## src/rtl/trap_ctrl.sv

```systemverilog
// Trap sequencer in front of the machine-mode CSR unit: prioritises exceptions, interrupts
// and mret at commit, then steps the CSR handshake and PC redirect through a short FSM.
module trap_ctrl #(
  parameter int unsigned MXLEN = 32
) (
  input  logic             CLK,
  input  logic             RST,
  input  logic             instr_valid,
  input  logic [MXLEN-1:0] pc,
  input  logic             instr_misaligned,
  input  logic             instr_fault,
  input  logic             illegal_instr,
  input  logic             ecall,
  input  logic             ebreak,
  input  logic             load_misaligned,
  input  logic             load_fault,
  input  logic             store_misaligned,
  input  logic             store_fault,
  input  logic             mret_instr,
  input  logic             meip,
  input  logic             msip,
  input  logic             mtip,
  input  logic             mstatus_mie,
  input  logic             mie_meie,
  input  logic             mie_msie,
  input  logic             mie_mtie,
  output logic             kill,
  output logic             stall,
  output logic             flush,
  output logic             pc_load,
  output logic             exception,
  output logic             mret,
  output logic             csr_read,
  output logic [MXLEN-1:0] exception_num,
  output logic [MXLEN-1:0] pc_val
);

  typedef enum logic [1:0] {StIdle, StTrap, StRet, StRecover} state_e;

  state_e           r_state;
  state_e           w_state_d;
  logic [MXLEN-1:0] r_exception_num;
  logic [MXLEN-1:0] r_pc_val;
  logic             w_irq;
  logic             w_sync;
  logic             w_trap;
  logic [MXLEN-1:0] w_cause;

  assign w_irq  = mstatus_mie & ((meip & mie_meie) | (msip & mie_msie) | (mtip & mie_mtie));
  assign w_sync = instr_misaligned | instr_fault | illegal_instr | ecall | ebreak |
                  load_misaligned | load_fault | store_misaligned | store_fault;
  assign w_trap = w_irq | w_sync;

  // Interrupts first, then synchronous exceptions in architectural priority order.
  always_comb begin
    w_cause = '0;
    if (w_irq) begin
      w_cause[MXLEN-1] = 1'b1;
      if (meip & mie_meie)      w_cause[3:0] = 4'd11;
      else if (msip & mie_msie) w_cause[3:0] = 4'd3;
      else                      w_cause[3:0] = 4'd7;
    end else if (instr_fault)      w_cause[3:0] = 4'd1;
    else if (illegal_instr)        w_cause[3:0] = 4'd2;
    else if (instr_misaligned)     w_cause[3:0] = 4'd0;
    else if (ecall)                w_cause[3:0] = 4'd11;
    else if (ebreak)               w_cause[3:0] = 4'd3;
    else if (store_misaligned)     w_cause[3:0] = 4'd6;
    else if (load_misaligned)      w_cause[3:0] = 4'd4;
    else if (store_fault)          w_cause[3:0] = 4'd7;
    else if (load_fault)           w_cause[3:0] = 4'd5;
  end

  always_comb begin
    w_state_d = r_state;
    unique case (r_state)
      StIdle: begin
        if (instr_valid && w_trap)          w_state_d = StTrap;
        else if (instr_valid && mret_instr) w_state_d = StRet;
      end
      StTrap:    w_state_d = StRecover;
      StRet:     w_state_d = StRecover;
      StRecover: w_state_d = StIdle;
      default:   w_state_d = StIdle;
    endcase
  end

  always_ff @(posedge CLK) begin
    if (!RST) begin
      r_state         <= StIdle;
      r_exception_num <= '0;
      r_pc_val        <= '0;
    end else begin
      r_state <= w_state_d;
      if (r_state == StIdle && instr_valid) begin
        if (w_trap) begin
          r_exception_num <= w_cause;
          r_pc_val        <= pc;
        end else if (mret_instr) begin
          r_pc_val <= pc;
        end
      end
    end
  end

  // kill is gated by reset so a held-low RST never leaks a kill from live sources.
  always_comb begin
    kill      = RST && (r_state == StIdle) && instr_valid && w_trap;
    stall     = 1'b0;
    flush     = 1'b0;
    pc_load   = 1'b0;
    exception = 1'b0;
    mret      = 1'b0;
    csr_read  = 1'b0;
    unique case (r_state)
      StTrap: begin
        exception = 1'b1;
        csr_read  = 1'b1;
        pc_load   = 1'b1;
        stall     = 1'b1;
        flush     = 1'b1;
      end
      StRet: begin
        mret     = 1'b1;
        csr_read = 1'b1;
        pc_load  = 1'b1;
        stall    = 1'b1;
        flush    = 1'b1;
      end
      StRecover: flush = 1'b1;
      default: ;
    endcase
  end

  assign exception_num = r_exception_num;
  assign pc_val        = r_pc_val;

endmodule

```

## config.mk

```make
export PLATFORM = sky130hd
export DESIGN_NAME = trap_ctrl
export DESIGN_NICKNAME = d
export VERILOG_FILES = /design/src/rtl/trap_ctrl.sv
export SDC_FILE = /design/constraint.sdc
export NUM_CORES = 1
export LEC_CHECK = 0
export CAP_MARGIN = 20
export CORE_UTILIZATION = 40
export CTS_CLUSTER_DIAMETER = 80
export DETAILED_ROUTE_END_ITERATION = 10
export PLACE_DENSITY = 0.92
export REMOVE_ABC_BUFFERS = 1
export SYNTH_ARGS = -nofsm -noshare
export SYNTH_HDL_FRONTEND = slang
export SYNTH_SLANG_ARGS = --single-unit
```

## constraint.sdc

```tcl
create_clock -name CLK -period 4 [get_ports CLK]
set_clock_uncertainty 0.2 [all_clocks]
set_input_delay 0.8 -clock CLK [delete_from_list [all_inputs] [get_ports CLK]]
set_output_delay 0.8 -clock CLK [all_outputs]
set_load 0.02 [all_outputs]
```

Word-level counts from Yosys, hierarchy flattened:

Index checks and enable logic that the tools add are counted.

* multiplexer cells: 22
* bitwise operators: 15
* equal/unequal tests: 4
* reduce and logical (&&, ||, !) cells: 12

Operators with widths (count)
* 32-bit two-way mux: 2
* 4-bit two-way mux: 6
* 3-bit two-way mux: 6
* 1-bit OR: 11
* 1-bit logical AND: 6
* 2-bit case mux with 3 select lines: 1
* 1-bit two-way mux: 5
* 1-bit bitwise AND: 4
* 2-bit equality test (second input constant): 2
* 2-bit two-way mux: 2
* 2-bit AND reduction: 2
* 3-bit inequality test (second input constant): 1
* 3-bit OR reduction: 1
* 2-bit by 1-bit equality test with 1-bit output (second input constant): 1
* 2-bit zero test: 1
* 2-bit nonzero test: 1
* 2-bit OR reduction: 1

* input bits: 52
* register bits: 39
* output and inout bits: 71
* word-level logic and storage cells: 56

Logic depth before layout (Yosys ltp):

* depth in word-level cells: 12
* depth in mapped cells: 6
* gate-level depth less buffers: 6

Least setup slack after synthesis:

OpenSTA, ideal clock, no wires.

* path kind: input-to-output
* start point: input meip
* end point: output kill
* data required time: 3.000 ns
* arrival time: 1.668 ns
* stages: 3
* slack: 1.332 ns
* cells stage by stage: a222oi_1 o2111a_2 nor3_1

* longest elaborated chain between the ends: 6

Ends and longest elaborated chain
* from (decl): RTL line 20 `input logic meip,`
* 1-bit bitwise AND: RTL line 49 `assign w_irq = mstatus_mie & ((meip & mie_meie) | (msip & mie_msie) | (mtip & mie_mtie));`
* 1-bit OR (2 in series): RTL line 49
* 1-bit bitwise AND: RTL line 49
* 1-bit OR: RTL line 52 `assign w_trap = w_irq | w_sync;`
* 1-bit logical AND: RTL line 107 `kill = RST && (r_state == StIdle) && instr_valid && w_trap;`
* to (decl): RTL line 27 `output logic kill,`

Every way passes these cells.

Final worst setup path:

* start point: input load_misaligned
* end point: output kill

* longest elaborated chain between the ends: 6

Ends and longest elaborated chain
* from (decl): RTL line 15 `input logic load_misaligned,`
* 1-bit OR: RTL line 50 `assign w_sync = instr_misaligned | instr_fault | illegal_instr | ecall | ebreak |`
* 1-bit OR (3 in series): RTL line 51 `load_misaligned | load_fault | store_misaligned | store_fault;`
* 1-bit OR: RTL line 52
* 1-bit logical AND: RTL line 107

Every way passes these cells.

==> metrics.sh <==
SYNTHTOPCELLSBYAREA='dfxtp_1 40%, mux2i_1 16%, nand2_1 13%, buf_4 11%, ha_1 1.9%'
CRIT-REG2REG-CAPTURE='pc_val[14]'
MAXSLEWHEADROOM_PCT=58.69
DR.FIRST_ITER.DRC_COUNT=56
REPORT.FINAL.SLEW_VIOL_COUNT=0
POSTROUTEANTENNANETS=0
FLOORPLAN.CORE_AREA_UM2=4723
POSTCTSHOLDBUFS=0
POSTSYNTH.ASYNCRESETSHARE_PCT=0
DRT_PRE_ANTENNA_ITERS=4
INITIAL_ANTENNA_VIOLATION_COUNT=0
MAX-CAP-VIOLATIONS=0
YOSYS.AREA.TOP_TYPE_SHARE_PCT=39.77
SYNTH_SEQ_CELLS=39
POWER.IR.VDD_WORST_mV=0.2957
INSERTION_DELAY_PS=280
GRT_PASS1_VIAS=1656
CRIT_START='load_misaligned'
DETAILED_PLACE.AREA_UM2=2839
CLOCK-SINKS=39
GRT_PASS1_WL_UM=6962
WORST_PIN_SLEW_PS=619.6
NUMPORTBUFFERS=95
DIE_H_UM=72.06
SYNTH.LARGEST_AREA_CELL='dfxtp_1'
CP.ARRIVAL_PS=2750
SYNTHESIS.AREA_PER_INSTANCE_UM2=8.610
AVGVIACOUNTPERCELL=4.519
WORST_R2R_STARTPOINT='r_state[0]'
POST-CTS-SETUP-BUFFER-COUNT=0
CTS_BUFFERS=5
GR-USAGE-ALL-LAYERS_PCT=16.89
SYN-INSTANCE-COUNT=228
POST-ROUTE-DRC-COUNT=0
AREA_OVERHEAD_OF_THE_LAYOUT_RELATIVE_TO_SYNTHESIS_PCT=48.76
POST-ROUTE-PERIOD-UTIL_PCT=93.75
WIRE_LENGTH_REPORTED_BY_THE_DETAILED_ROUTER_UM=4329
TIMING.SETUP.TNS_PS=0
SEQ_AREA_FRAC_SYNTH_PCT=39.77
CRIT_PATH_START_KIND='primary input'
PLACE_HPWL_UM=3146
WIRE_PER_INST_UM=11.19
CRITPATHCAPTURE='kill'
FINALWEIGHTEDCONGESTION=0.6967
SYNTH_ENABLE_FLOP_CELLS=0
START_UTIL_PCT=41.56
WORST-ENDPOINT-REQUIRED_PS=3000
CLK_PATH_BUF_DEPTH=2
CELLLEAKAGEPOWER_nW=1.200
FINALINSTANCEAREA_UM2=2920
FP-ROW-COUNT=25
POWER.DENSITY_nW_PER_UM2=492.6
WORSTPATHMAXFANOUT=4
CRIT_TOP_CELL='clkdlybuf4s50_1'
TIMING.CRITICAL_PATH.SLOWEST_CELL_DELAY_PS=550
YS_WARN_COUNT=0
TRITONCTS='done'
MAPPEDNETLISTAREA_UM2=1963
CLOCK_PIN_SLEW_WORST_SETUP_AND_HOLD_PATHS_PS=70
NETLIST_TOP_CELLS_COUNT='69 x nand2_1, 39 x dfxtp_1, 32 x mux2i_1'
FINAL_PERIOD_MINUS_WORST_SETUP_SLACK_PS=3750
REGTOREGSETUPSLACK_PS=1930
HTREEDEPTH=2
TIMING.HOLD.WS_PS=256.3
DRIVE_ABOVE_1_SHARE_PCT=4.688
HP-CLASS='reg -> reg'
HOLD_VIOL_FINAL=0
MAX_FREQ_GHz=0.2667
CHIPWIDTH_UM=72.06
REG2REG_DEPTH=6
CRIT_PATH_TOP_DELAY_CELL='clkdlybuf4s50_1'
TIMING.CRITICAL_PATH.CELLS='clkdlybuf4s50_1, nor4_1, o2111a_2, nor3_1, clkdlybuf4s50_1'
YOSYS.CELL_TYPES.COUNT=35
WORST_SETUP_PATH_END_KIND='primary output'
OVERFLOW=0
CTS_ROOT_BUF='clkbuf_8'
DESIGN.FINAL.NETS=374
GRT_SETUP_UNREPAIRED='no'
SETUP_VIOL=0
YOSYS.CELL_COUNT.TOP_TYPE='nand2_1'
CRITICALPATHCATEGORY='in -> out'
PIN_COUNT_OF_THE_BIGGEST_NET_ENTERING_GLOBAL_ROUTING=71
SYNTH-MAIN-FF-CELL='dfxtp_1'
ANTENNA_CELLS=0
POST_CTS_RESIZED=0
DIE_AREA_UM2=5192
OUTCOME='complete, no violations'
FILLCELLCOUNT=398
ROUTED-VIA-COUNT=1749
NUM_IO_PINS=123
## area by class of cell
| type | instances | area, um2 | area share (%) |
|---|---|---|---|
| tap | 67 | 83.83 | 2.871 |
| timing repair buffer | 98 | 968.4 | 33.16 |
| sequential | 39 | 780.7 | 26.74 |
| clock buffer | 7 | 76.32 | 2.614 |
| inverter | 7 | 26.28 | 0.8997 |
| multi-input combinational | 168 | 979.7 | 33.55 |
| clock inverter | 1 | 5.005 | 0.1714 |
## cell families after synthesis
group,count (synthesis),synth area share (%)
simple gates,85,17.27
buf+inv,47,15.68
flops,39,39.77
mux,32,16.32
compound gates,21,8.860
fa+ha+maj,3,1.912
other cells,1,0.1910
## sequential cells by signal, indices dropped and copies added, names as in the netlist
register,flops
pc_val,32
exception_num,5
r_state,2
## power breakdown
part / total [mW] / switching (mW) / internal [mW]
logic: 0.685 / 0.354 / 0.332
registers: 0.505 / 0.0398 / 0.465
clock network: 0.249 / 0.126 / 0.122
total: 1.44 / 0.520 / 0.919
## routing by layer
layer / up-vias / GRT usage, % / part of all wire [%]
met5: - / 0 / 0
met4: 0 / 5.229 / 1.2
met3: 6 / 6.528 / 9.2
met2: 82 / 30.71 / 48
met1: 783 / 18.02 / 42
li1: 878 / - / -
## critical path, delay by kind of cell
family / cells / cell delay [ps]
and+or+nand+nor: 2 / 590
AOI/OAI and AO/OA: 1 / 360
buffers and inverters: 2 / 990
## worst min-delay path by stage
stage	cells after the start	start	slack, ps	endpoint
after floorplan	2	r_state[1]	320	r_state[1]
after global placement	2	exception_num[3]	240	exception_num[3]
after detailed placement	2	pc_val[25]	250	pc_val[25]
after CTS	2	exception_num[3]	260	exception_num[3]
after global routing	2	exception_num[3]	260	exception_num[3]
final	2	exception_num[3]	260	exception_num[3]
## metrics by stage
| stage | cells | util (%) | setup slack (ps) | power, mW |
|---|---|---|---|---|
| 3_3_place_gp | 379 | 60.11 | 332.1 | 1.190 |
| 4_1_cts | 387 | 61.83 | 279.1 | 1.458 |
| 6_report | 387 | 61.83 | 249.9 | 1.439 |
| 2_1_floorplan | 214 | - | 962.2 | 0.8948 |
| 5_1_grt | 387 | 61.83 | 163.0 | 1.522 |
| 3_5_place_dp | 379 | 60.11 | 270.6 | 1.201 |
## placed cells by master (no fill, tap or decap), types with 2 or more instances in the layout
cell             synthesis  final
clkdlybuf4s50_1          0     94
nand2_1                 69     69
dfxtp_1                 39     39
mux2i_1                 32     32
conb_1                   1     27
inv_1                    7      7
nor2_1                   6      6
clkbuf_8                 0      5
nor3_1                   3      3
ha_1                     3      3
buf_4                   29      3
nand2b_1                 2      2
o211ai_1                 2      2
a21oi_1                  2      2
o221a_2                  2      2
clkbuf_1                 8      2
Power figures use the tool's default switching activity.
